$ cat src/rtl/mau_pkg.sv
// Shared definitions for the memory access unit: FSM states, RV64I
// load/store funct3 codes and small decode helpers.
package mau_pkg;

  typedef enum logic [2:0] {
    IDLE   = 3'd0,
    RD     = 3'd1,
    LDRESP = 3'd2,
    MERGE  = 3'd3,
    WR     = 3'd4,
    ERR    = 3'd5
  } mau_state_e;

  // Load funct3 codes
  localparam logic [2:0] LB  = 3'b000;
  localparam logic [2:0] LH  = 3'b001;
  localparam logic [2:0] LW  = 3'b010;
  localparam logic [2:0] LD  = 3'b011;
  localparam logic [2:0] LBU = 3'b100;
  localparam logic [2:0] LHU = 3'b101;
  localparam logic [2:0] LWU = 3'b110;

  // Store funct3 codes
  localparam logic [2:0] SB  = 3'b000;
  localparam logic [2:0] SH  = 3'b001;
  localparam logic [2:0] SW  = 3'b010;
  localparam logic [2:0] SD  = 3'b011;

  // Stores have no unsigned variants; loads have no 8-byte unsigned variant.
  function automatic logic is_illegal(input logic we, input logic [2:0] f3);
    logic r;
    if (we) begin
      r = f3[2];
    end else begin
      r = (f3 == 3'b111);
    end
    return r;
  endfunction

  // An access is misaligned when the byte offset is not a multiple of its size.
  function automatic logic is_misaligned(input logic [1:0] sz, input logic [2:0] off);
    logic r;
    case (sz)
      2'b00:   r = 1'b0;
      2'b01:   r = off[0];
      2'b10:   r = |off[1:0];
      2'b11:   r = |off;
      default: r = 1'b1;
    endcase
    return r;
  endfunction

  // Byte-lane mask covering the access size, anchored at lane 0.
  function automatic logic [63:0] size_mask(input logic [1:0] sz);
    logic [63:0] m;
    case (sz)
      2'b00:   m = 64'h0000_0000_0000_00FF;
      2'b01:   m = 64'h0000_0000_0000_FFFF;
      2'b10:   m = 64'h0000_0000_FFFF_FFFF;
      2'b11:   m = 64'hFFFF_FFFF_FFFF_FFFF;
      default: m = 64'h0000_0000_0000_0000;
    endcase
    return m;
  endfunction

endpackage

$ cat src/rtl/mau_lane_align.sv
// Combinational byte-lane alignment: extracts and extends load data from a
// 64-bit little-endian memory word, and merges narrow store data into it.
module mau_lane_align
  import mau_pkg::*;
(
  input  logic [2:0]  funct3,
  input  logic [2:0]  off,
  input  logic [63:0] rdata,
  input  logic [63:0] wdata,
  output logic [63:0] load_data,
  output logic [63:0] merge_data
);

  logic [5:0]  shamt;
  logic [63:0] shifted;
  logic [63:0] lane_mask;

  // Shift the addressed lane down to bit 0, then extend according to funct3.
  always_comb begin
    shamt   = {off, 3'b000};
    shifted = rdata >> shamt;
    case (funct3)
      LB:      load_data = {{56{shifted[7]}},  shifted[7:0]};
      LH:      load_data = {{48{shifted[15]}}, shifted[15:0]};
      LW:      load_data = {{32{shifted[31]}}, shifted[31:0]};
      LD:      load_data = shifted;
      LBU:     load_data = {56'd0, shifted[7:0]};
      LHU:     load_data = {48'd0, shifted[15:0]};
      LWU:     load_data = {32'd0, shifted[31:0]};
      default: load_data = 64'd0;
    endcase
  end

  // Replace only the addressed lanes of the read word with the low store bytes.
  always_comb begin
    lane_mask  = size_mask(funct3[1:0]) << {off, 3'b000};
    merge_data = (rdata & ~lane_mask) | ((wdata << {off, 3'b000}) & lane_mask);
  end

endmodule

$ cat src/rtl/mem_access_unit.sv
// MEM-stage load/store unit for an RV64I pipeline. Accepts one request in
// IDLE, performs a read, a read-modify-write, a full write or an error
// completion, and returns a single-cycle response pulse.
module mem_access_unit
  import mau_pkg::*;
#(
  parameter int ADDR_W = 64
) (
  input  logic              clk,
  input  logic              rst,
  input  logic              req_valid,
  output logic              req_ready,
  input  logic              req_we,
  input  logic [2:0]        req_funct3,
  input  logic [ADDR_W-1:0] req_addr,
  input  logic [63:0]       req_wdata,
  output logic              resp_valid,
  output logic [63:0]       resp_rdata,
  output logic              resp_err,
  output logic [63:0]       mem_address,
  output logic [63:0]       mem_write_data,
  output logic              mem_read,
  output logic              mem_write,
  input  logic [63:0]       mem_read_data
);

  mau_state_e        state_q, state_d;
  logic              we_q, we_d;
  logic [2:0]        funct3_q, funct3_d;
  logic [ADDR_W-1:0] addr_q, addr_d;
  logic [63:0]       wdata_q, wdata_d;

  logic              req_bad;
  logic [63:0]       load_data;
  logic [63:0]       merge_data;

  mau_lane_align u_align (
    .funct3     (funct3_q),
    .off        (addr_q[2:0]),
    .rdata      (mem_read_data),
    .wdata      (wdata_q),
    .load_data  (load_data),
    .merge_data (merge_data)
  );

  // State and request latches; reset drops any in-flight operation.
  always_ff @(posedge clk or negedge rst) begin
    if (!rst) begin
      state_q  <= IDLE;
      we_q     <= 1'b0;
      funct3_q <= 3'b000;
      addr_q   <= '0;
      wdata_q  <= 64'd0;
    end else begin
      state_q  <= state_d;
      we_q     <= we_d;
      funct3_q <= funct3_d;
      addr_q   <= addr_d;
      wdata_q  <= wdata_d;
    end
  end

  // Next state: classify the request on acceptance, then walk the access sequence.
  always_comb begin
    state_d  = state_q;
    we_d     = we_q;
    funct3_d = funct3_q;
    addr_d   = addr_q;
    wdata_d  = wdata_q;
    req_bad  = is_illegal(req_we, req_funct3) ||
               is_misaligned(req_funct3[1:0], req_addr[2:0]);
    case (state_q)
      IDLE: begin
        if (req_valid) begin
          we_d     = req_we;
          funct3_d = req_funct3;
          addr_d   = req_addr;
          wdata_d  = req_wdata;
          if (req_bad) begin
            state_d = ERR;
          end else if (!req_we) begin
            state_d = RD;
          end else begin
            case (req_funct3)
              SB, SH, SW: state_d = RD;
              SD:         state_d = WR;
              default:    state_d = ERR;
            endcase
          end
        end else begin
          state_d = IDLE;
        end
      end
      RD: begin
        if (we_q) begin
          state_d = MERGE;
        end else begin
          state_d = LDRESP;
        end
      end
      LDRESP:  state_d = IDLE;
      MERGE:   state_d = IDLE;
      WR:      state_d = IDLE;
      ERR:     state_d = IDLE;
      default: state_d = IDLE;
    endcase
  end

  // Outputs depend only on the registered state and latches (plus read data in LDRESP/MERGE).
  always_comb begin
    req_ready      = 1'b0;
    resp_valid     = 1'b0;
    resp_err       = 1'b0;
    resp_rdata     = 64'd0;
    mem_read       = 1'b0;
    mem_write      = 1'b0;
    mem_write_data = 64'd0;
    mem_address    = 64'(addr_q);
    case (state_q)
      IDLE: req_ready = 1'b1;
      RD:   mem_read  = 1'b1;
      LDRESP: begin
        resp_valid = 1'b1;
        resp_rdata = load_data;
      end
      MERGE: begin
        mem_write      = 1'b1;
        mem_write_data = merge_data;
        resp_valid     = 1'b1;
      end
      WR: begin
        mem_write      = 1'b1;
        mem_write_data = wdata_q;
        resp_valid     = 1'b1;
      end
      ERR: begin
        resp_valid = 1'b1;
        resp_err   = 1'b1;
      end
      default: req_ready = 1'b0;
    endcase
  end

endmodule

$ cat config.mk
export PLATFORM = sky130hd
export DESIGN_NAME = mem_access_unit
export DESIGN_NICKNAME = d
export VERILOG_FILES = /design/src/rtl/mau_pkg.sv /design/src/rtl/mau_lane_align.sv /design/src/rtl/mem_access_unit.sv
export SDC_FILE = /design/constraint.sdc
export NUM_CORES = 1
export LEC_CHECK = 0
export CAP_MARGIN = 25
export CORE_AREA = 2 2 153 155
export DETAILED_ROUTE_END_ITERATION = 8
export DIE_AREA = 0 0 155 157
export HOLD_SLACK_MARGIN = 0.05
export PLACE_DENSITY = 0.82
export SYNTH_ARGS = -nofsm -noshare
export SYNTH_HDL_FRONTEND = slang
export SYNTH_SLANG_ARGS = --single-unit
$ cat constraint.sdc
create_clock -name clk -period 5.4 [get_ports clk]
set_input_delay 0.81 -clock clk [delete_from_list [all_inputs] [get_ports clk]]
set_output_delay 0.81 -clock clk [all_outputs]
set_load 0.05 [all_outputs]
==> results.txt, run 1 <==
----------------------------------------------------
[Route]
  Vias per inst ... 5.96
  Final WL ... 42.8 mm
  DR WL/cell ... 24.9 um
  DR pass1 iterations ... 6
  DRC violations left ... 0
  Via Count ... 10200
  Starting DRC count in detailed routing ... 1009
  Antenna-violating nets left ... 0

[Setup path]
  Type of origin of the critical path ... register
  Cell family contributing the most delay on the critical path ... buffers and inverters
  CP arrival ... 4040 ps
  Worst reg2reg path depth ... 5
  Sum of buffers and inverters on the critical path ... 2
  Worst-path cell chain ... nand2b_1, o21ai_0, a22oi_1, buf_4, nand2b_1, o21ai_0, clkdlybuf4s50_1
  Critical-path maximum fanout ... 41
  Standard cell with the maximum stage delay on the critical path ... clkdlybuf4s50_1
  Path type of the worst setup path ... register to output pin
  CP endpoint kind ... output pin
  WP depth ... 7
  Endpoint required time on the critical path ... approximately 4600 ps
  Delay contributed by the slowest stage of the critical path ... about 920 ps

[Clock network]
  Root Buffer ... clkbuf_16
  Clock tree buffer depth ... 2
  Post-CTS setup buffer count ... 0
  TritonCTS buffer count ... 17
  Total number of clock tree sinks ... 135
  H-tree depth reported by CTS ... 4
  Reg clk slew, reported paths ... 70 ps
  Skew-Pair Late Insertion Delay ... 430 ps
  Hold-fix buffers at CTS ... 0
  Number of gates resized after CTS ... 0
  Clock tree from TritonCTS ... built

[Placed design]
  Placer Congestion ... 1.02
  Post-DP HPWL ... around 33 mm
  Number of port buffers ... 395
  Post-placement worst setup slack ... between 800 and 900 ps

[Global routing]
  Global routing usage summed across all routing layers ... 34.2%
  Number of antenna violations at the first check in global routing ... 3
  Total congestion overflow after global routing ... 0
  First-pass GRT wire length ... 62.3 mm
  Pin count of the biggest net entering global routing ... 82
  Via count of the first global-routing pass ... 9951

[Yosys]
  Count of flip-flops with a built-in enable after synthesis ... 0
  Prevailing post-synth register cell ... dfrtp_1
  Number of flip-flops and latches in the synthesized netlist ... 135
  Sequential cell area fraction in the yosys report ... between 30% and 40%
  Top cells by area, synth ... dfrtp_1 33%, mux2_2 20%, mux2i_1 11%
  Cell area after technology mapping ... a little over 10000 um^2
  Most common library cells after synthesis ... 182 x mux2_2, 146 x nand2_1, 135 x dfrtp_1
  Area share of the leading cell type in the synthesized netlist ... 33.5%
  Cell with the most instances after synthesis ... mux2_2
  Syn nets ... 1266
  Biggest area consumer among synthesized cells ... dfrtp_1
  Number of synthesis warnings ... 0
  Number of instances in the synthesized netlist ... 1066
  Library cells used by synthesis ... 55
  Mean instance size in the synthesized netlist ... around 9.5 um^2
  Share of flip-flops with an asynchronous set or reset ... 100%

[Power]
  Power consumption ... 0.0106 W
  Peak VDD IR ... 0.454 mV
  PD cells ... roughly 720 nW/um^2
  Leakage power total ... slightly below 6 nW

[Timing]
  Final number of setup-violating endpoints ... 0
  Number of max-slew violations in the final report ... 0
  Slew at the pin closest to its max-slew limit ... slightly above 900 ps
  Worst-case headroom to the max-slew limit ... roughly 38%
  Worst Skew ... 12.7 ps
  Final Hold Violating Endpoints ... 0
  Worst Setup Slack, final ... 550 ps
  Final worst path period need ... 4850 ps
  RSZ-0062 raised after global routing ... no
  Highest clock frequency the design can meet ... 0.206 GHz
  Fin crit share ... 89.8%
  Setup TNS after final layout ... 0 ps

[Layout]
  Sequential Area ... 3390 um^2
  Fill cells ... 1818
  Area growth from synthesis to final layout ... 46.1%
  Area occupied by multi-input gates ... 6290 um^2
  Layout cells sized above 1 ... 22.4%
  Number of nets at the end of the flow ... 1616

[Die]
  Ports placed on the boundary ... 396
  Die W ... between 150 and 200 um
  Effective utilization at floorplan ... 44.9%
  Die extent in y ... 157 um
  Area of the die ... 24300 um^2
  Floorplan Core Area ... about 23000 um^2
  Site row count ... 55

[Worst hold path]
  Kind of path behind the tightest hold check ... input pin to asynchronous set/reset pin

[Run]
  Maximum capacitance violations ... 0

[Outcome]
  Status ... completed

----------------------------------------------------
[stage by stage]
stage	area (um^2)	hold WS, ps	cells	util (%)
after floorplan	10100	481	1066	-
after global placement	14100	489	1680	62.7
after detailed placement	14100	496	1681	62.8
after CTS	14700	466	1713	65.4
after global routing	14700	490	1714	65.5
final	14800	424	1715	65.6
[area by class of cell]
| class | instances | share of cell area, % |
|---|---|---|
| Sequential cell | 135 | 23.0 |
| Multi-Input combinational cell | 835 | 42.7 |
| Clock inverter | 15 | 1.19 |
| Antenna cell | 1 | 0.0170 |
| Inverter | 6 | 0.153 |
| Clock buffer | 17 | 2.88 |
| Timing Repair Buffer | 421 | 27.7 |
| Tap cell | 285 | 2.42 |
[placed cells by master, fill, tap and decap left out, types with 3 or more instances in the layout]
cell             netlist  final
a221o_1                8      8
o211ai_1              11     11
clkdlybuf4s50_1        0    362
nand2_1              146    146
clkbuf_16              0     17
a211oi_1              23     23
mux2i_1              110    110
a21oi_2               20     20
a22o_1                 8      8
a32oi_1                8      8
nor2b_1               17     17
a21oi_1               59     59
inv_1                  5      5
nand2b_1              11     11
buf_4                  7     57
or2_2                  3      3
inv_8                  0      5
mux2_2               182    182
o211a_1                8      8
and3_1                 4      4
o22ai_1                8      8
o21ai_0               94     94
a21boi_0               9      9
nand3_1                4      4
o21ai_1                5      5
inv_6                  0      4
nor3_1                15     14
mux4_2                 8      8
o21a_1                 3      3
dfrtp_1              135    132
nor2_1                43     43
[power by group]
part / total, W / leakage [nW] / switching (W) / internal, W
Combinational: 0.00715 / 4.00 / 0.00438 / 0.00277
Sequential: 0.00226 / 1.58 / 0.000729 / 0.00154
Clock: 0.00120 / 0.294 / 0.000541 / 0.000663
Total: 0.0106 / 5.87 / 0.00565 / 0.00497
[logic make-up (layout without fill, tap and decap cells)]
group	count (synthesis)	count (layout)	share of synthesized area [%]
DFF	135	135	33.5
adders and majority gates	1	1	0.124
buffers and inverters	96	459	4.40
other	0	1	0
AOI/OAI and AO/OA	279	279	17.9
and+or+nand+nor	253	253	10.9
muxes	302	302	33.3
[registers in the layout (all words and copies together), names as in the netlist]
signal and flops:
we_q 1, mem_address 64, funct3_q 3, wdata_q 64, state_q 3
[layer usage]
metal  vias to the layer above  GRT usage, %  share of wire, %
li1                       4602             -                 -
met1                      4890          43.1                39
met3                       120          10.8                11
met5                         -             0             0.042
met4                         2          16.5               4.8
met2                       613          53.4                46
[worst paths after layout]
path | startpoint | to | slack (ps)
min in group clk | mem_address[48]$_DFFE_PN0P_ | mem_address[48]$_DFFE_PN0P_ | 510
hold / removal | rst | wdata_q[43]$_DFFE_PN0P_ | 420
setup / recovery | mem_address[2]$_DFFE_PN0P_ | mem_write_data[55] | 550
setup reg to reg | state_q[0]$_DFF_PN0_ | mem_address[34]$_DFFE_PN0P_ | 2930
hold reg to reg | mem_address[48]$_DFFE_PN0P_ | mem_address[48]$_DFFE_PN0P_ | 510
max in group asynchronous | rst | wdata_q[12]$_DFFE_PN0P_ | 3700
No activity file was read; power rests on OpenSTA's default activity.
==> run 2: changes to the inputs <==
--- a/config.mk
+++ b/config.mk
@@ -6,11 +6,11 @@
 export NUM_CORES = 1
 export LEC_CHECK = 0
 export CAP_MARGIN = 25
-export CORE_AREA = 2 2 153 155
+export CORE_AREA = 2 2 156 158
 export DETAILED_ROUTE_END_ITERATION = 8
-export DIE_AREA = 0 0 155 157
+export DIE_AREA = 0 0 158 160
+export DONT_BUFFER_PORTS = 1
 export HOLD_SLACK_MARGIN = 0.05
-export PLACE_DENSITY = 0.82
 export SYNTH_ARGS = -nofsm -noshare
 export SYNTH_HDL_FRONTEND = slang
 export SYNTH_SLANG_ARGS = --single-unit
==> results.txt, run 2 (same netlist as run 1, synthesis figures left out) <==
----------------------------------------------------
[Layout]
  Sequential Area ... 3390 um^2 (unchanged)
  Most common cell after layout, fill and taps aside ... mux2_2 (was clkdlybuf4s50_1)
  Number of nets at the end of the flow ... 1293 (was 1616)
  Layout cells sized above 1 ... 32.5% (was 22.4%)
  Count of non-filler cells in the finished layout ... 1435 (was 1715)
  Area growth from synthesis to final layout ... 14.1% (was 46.1%)
  Highest-count cells in the layout ignoring fill and taps ... 182 x mux2_2, 146 x nand2_1, 132 x dfrtp_1, 110 x mux2i_1, 95 x buf_4 (was 362 x clkdlybuf4s50_1, 182 x mux2_2, 146 x nand2_1, 132 x dfrtp_1, 110 x mux2i_1)
  Area occupied by multi-input gates ... 6300 um^2 (was 6290 um^2)
  Fill cells ... 2303 (was 1818)

[Route]
  Antenna-violating nets left ... 0 (unchanged)
  Final WL ... 40.3 mm (was 42.8 mm)
  Vias per inst ... 6.27 (was 5.96)
  DR WL/cell ... 28.1 um (was 24.9 um)
  DR pass1 iterations ... 5 (was 6)
  Via Count ... 8993 (was 10200)
  DRC violations left ... 0 (unchanged)
  Starting DRC count in detailed routing ... 1064 (was 1009)

[Die]
  Die W ... 158 um (was 155 um)
  Site row count ... 57 (was 55)
  Area of the die ... 25300 um^2 (was 24300 um^2)
  Die extent in y ... 160 um (was 157 um)
  Effective utilization at floorplan ... 42.4% (was 44.9%)
  Floorplan Core Area ... 23800 um^2 (was 22500 um^2)
  Ports placed on the boundary ... 396 (unchanged)

[Placed design]
  Placer Congestion ... 0.966 (was 1.02)
  Post-DP HPWL ... 30.7 mm (was 32.9 mm)
  Dpl cells ... 1395 (was 1681)
  Number of port buffers ... 0 (was 395)

[Power]
  Clk network pwr share ... 12.4% (was 11.3%)
  Switching power ... 0.00555 W (was 0.00565 W)
  Leakage power total ... 4.72 nW (was 5.87 nW)
  Fraction of power consumed by sequential logic ... 32.7% (was 21.3%)
  PD cells ... 846 nW/um^2 (was 720 nW/um^2)
  Peak VDD IR ... 0.474 mV (was 0.454 mV)
  Cell internal pwr ... 0.00419 W (was 0.00497 W)
  Combinational group share of total power ... 55.0% (was 67.3%)
  Switching share of total power ... 57.0% (was 53.2%)

[Run]
  Maximum capacitance violations ... 0 (unchanged)

[Global routing]
  Total congestion overflow after global routing ... 0 (unchanged)
  Via count of the first global-routing pass ... 8518 (was 9951)
  Number of antenna violations at the first check in global routing ... 9 (was 3)
  Pin count of the biggest net entering global routing ... 116 (was 82)
  First-pass GRT wire length ... 57.8 mm (was 62.3 mm)
  Global routing usage summed across all routing layers ... 31.1% (was 34.2%)

[Timing]
  Worst-case headroom to the max-slew limit ... 28.0% (was 37.8%)
  Final Hold Violating Endpoints ... 0 (unchanged)
  RSZ-0062 raised after global routing ... no (unchanged)
  Final number of setup-violating endpoints ... 0 (unchanged)
  Highest clock frequency the design can meet ... 0.217 GHz (was 0.206 GHz)
  Number of max-slew violations in the final report ... 0 (unchanged)
  Setup TNS after final layout ... 0 ps (unchanged)
  Final worst path period need ... 4610 ps (was 4850 ps)
  Slew at the pin closest to its max-slew limit ... 1070 ps (was 925 ps)
  Worst Skew ... 13.1 ps (was 12.7 ps)
  Fin crit share ... 85.4% (was 89.8%)

[Setup path]
  Path type of the worst setup path ... register to output pin (unchanged)
  Standard cell with the maximum stage delay on the critical path ... dfrtp_4 (was clkdlybuf4s50_1)
  Type of origin of the critical path ... register (unchanged)
  Sum of buffers and inverters on the critical path ... 1 (was 2)
  Critical-path maximum fanout ... 58 (was 41)
  CP endpoint kind ... output pin (unchanged)
  Worst-path cell chain ... buf_4, mux2i_1, mux2_2, o22ai_1, nand2_1, a21oi_1 (was nand2b_1, o21ai_0, a22oi_1, buf_4, nand2b_1, o21ai_0, clkdlybuf4s50_1)
  Cell family contributing the most delay on the critical path ... flip-flops (was buffers and inverters)
  Delay contributed by the slowest stage of the critical path ... 1040 ps (was 920 ps)
  CP arrival ... 3800 ps (was 4040 ps)
  Endpoint required time on the critical path ... 4590 ps (about the same)

[Clock network]
  Number of gates resized after CTS ... 0 (unchanged)
  Total number of clock tree sinks ... 135 (unchanged)
  Clock tree buffer depth ... 2 (unchanged)
  TritonCTS buffer count ... 17 (unchanged)
  Root Buffer ... clkbuf_16 (unchanged)
  Skew-Pair Late Insertion Delay ... 430 ps (about the same)
  H-tree depth reported by CTS ... 4 (unchanged)
  Reg clk slew, reported paths ... 70 ps (about the same)
  Clock tree from TritonCTS ... built (unchanged)

[Outcome]
  Status ... completed (unchanged)

[Worst hold path]
  Kind of path behind the tightest hold check ... input pin to asynchronous set/reset pin (unchanged)

----------------------------------------------------
[run 2: worst paths after layout]
path,endpoint,startpoint,cells after the start,slack (ps)
min,mem_address[41]$_DFFE_PN0P_,rst,0,70
max in group asynchronous,wdata_q[4]$_DFFE_PN0P_,rst,2,4390
max reg2reg,wdata_q[49]$_DFFE_PN0P_,state_q[2]$_DFF_PN0_,4,2320
min reg2reg,we_q$_DFFE_PN0P_,we_q$_DFFE_PN0P_,1,520
max,resp_rdata[21],mem_address[0]$_DFFE_PN0P_,6,790
min in group clk,mem_address[27]$_DFFE_PN0P_,req_addr[27],1,520
[run 2: layer usage]
layer | share of wire, % | up-vias | track usage [%] | routed length [um]
met2 | 44 | 575 | 45.3 | 17700
met1 | 40 | 4348 | 42.2 | 15900
met4 | 4.2 | 8 | 13.6 | 1700
li1 | - | 3967 | - | -
met3 | 12 | 95 | 9.96 | 4890
met5 | 0.14 | - | 0 | 55
[run 2: power groups by stage]
stage	Combinational, W	Clock, W	Sequential, W
floorplan	0.00435	0	0.00273
global placement	0.00522	0	0.00316
detailed placement	0.00526	0	0.00317
CTS	0.00528	0.00123	0.00316
global route	0.00568	0.00128	0.00324
finish	0.00536	0.00120	0.00318
[run 2: layout make-up]
class / instances / share of cell area (%)
multi-input combinational: 835 / 54.7
sequential: 135 / 29.4
timing repair buffer: 98 / 6.69
clock buffer: 17 / 3.69
tap: 324 / 3.52
clock inverter: 15 / 1.68
inverter: 6 / 0.196
antenna: 5 / 0.109
[run 2: timing repair]
item | 4_1_cts | 5_1_grt
endpoints found under the setup margin | 0 | 0
setup buffers | 0 | 0
hold buffers | 1 | 0
endpoints found under the hold margin | 21 | 0
[run 2: worst register-to-register path: stages (launching register included)]
cell and delay [ps]:
dfrtp_1 420, nor3_2 780, and2_4 890, buf_12 400, mux2_2 460
[run 2: metrics by stage]
stage / power, W / hold WS, ps / cell area [um^2] / worst slack [ps] / util [%]
after floorplan: 0.00708 / 481 / 10100 / 1450 / -
after global placement: 0.00838 / 502 / 10800 / 1300 / 45.5
after detailed placement: 0.00843 / 500 / 10800 / 1260 / 45.5
after CTS: 0.00967 / 50.1 / 11500 / 782 / 48.1
after global routing: 0.0102 / 55.6 / 11500 / 607 / 48.3
final: 0.00975 / 74.6 / 11500 / 788 / 48.3
==> run 3: changes to the inputs <==
--- a/config.mk
+++ b/config.mk
@@ -14,3 +14,4 @@
 export SYNTH_ARGS = -nofsm -noshare
 export SYNTH_HDL_FRONTEND = slang
 export SYNTH_SLANG_ARGS = --single-unit
+export TNS_END_PERCENT = 5
==> results of run 3 <==
The final DEF is identical to that of run 2; final timing and power are the same.
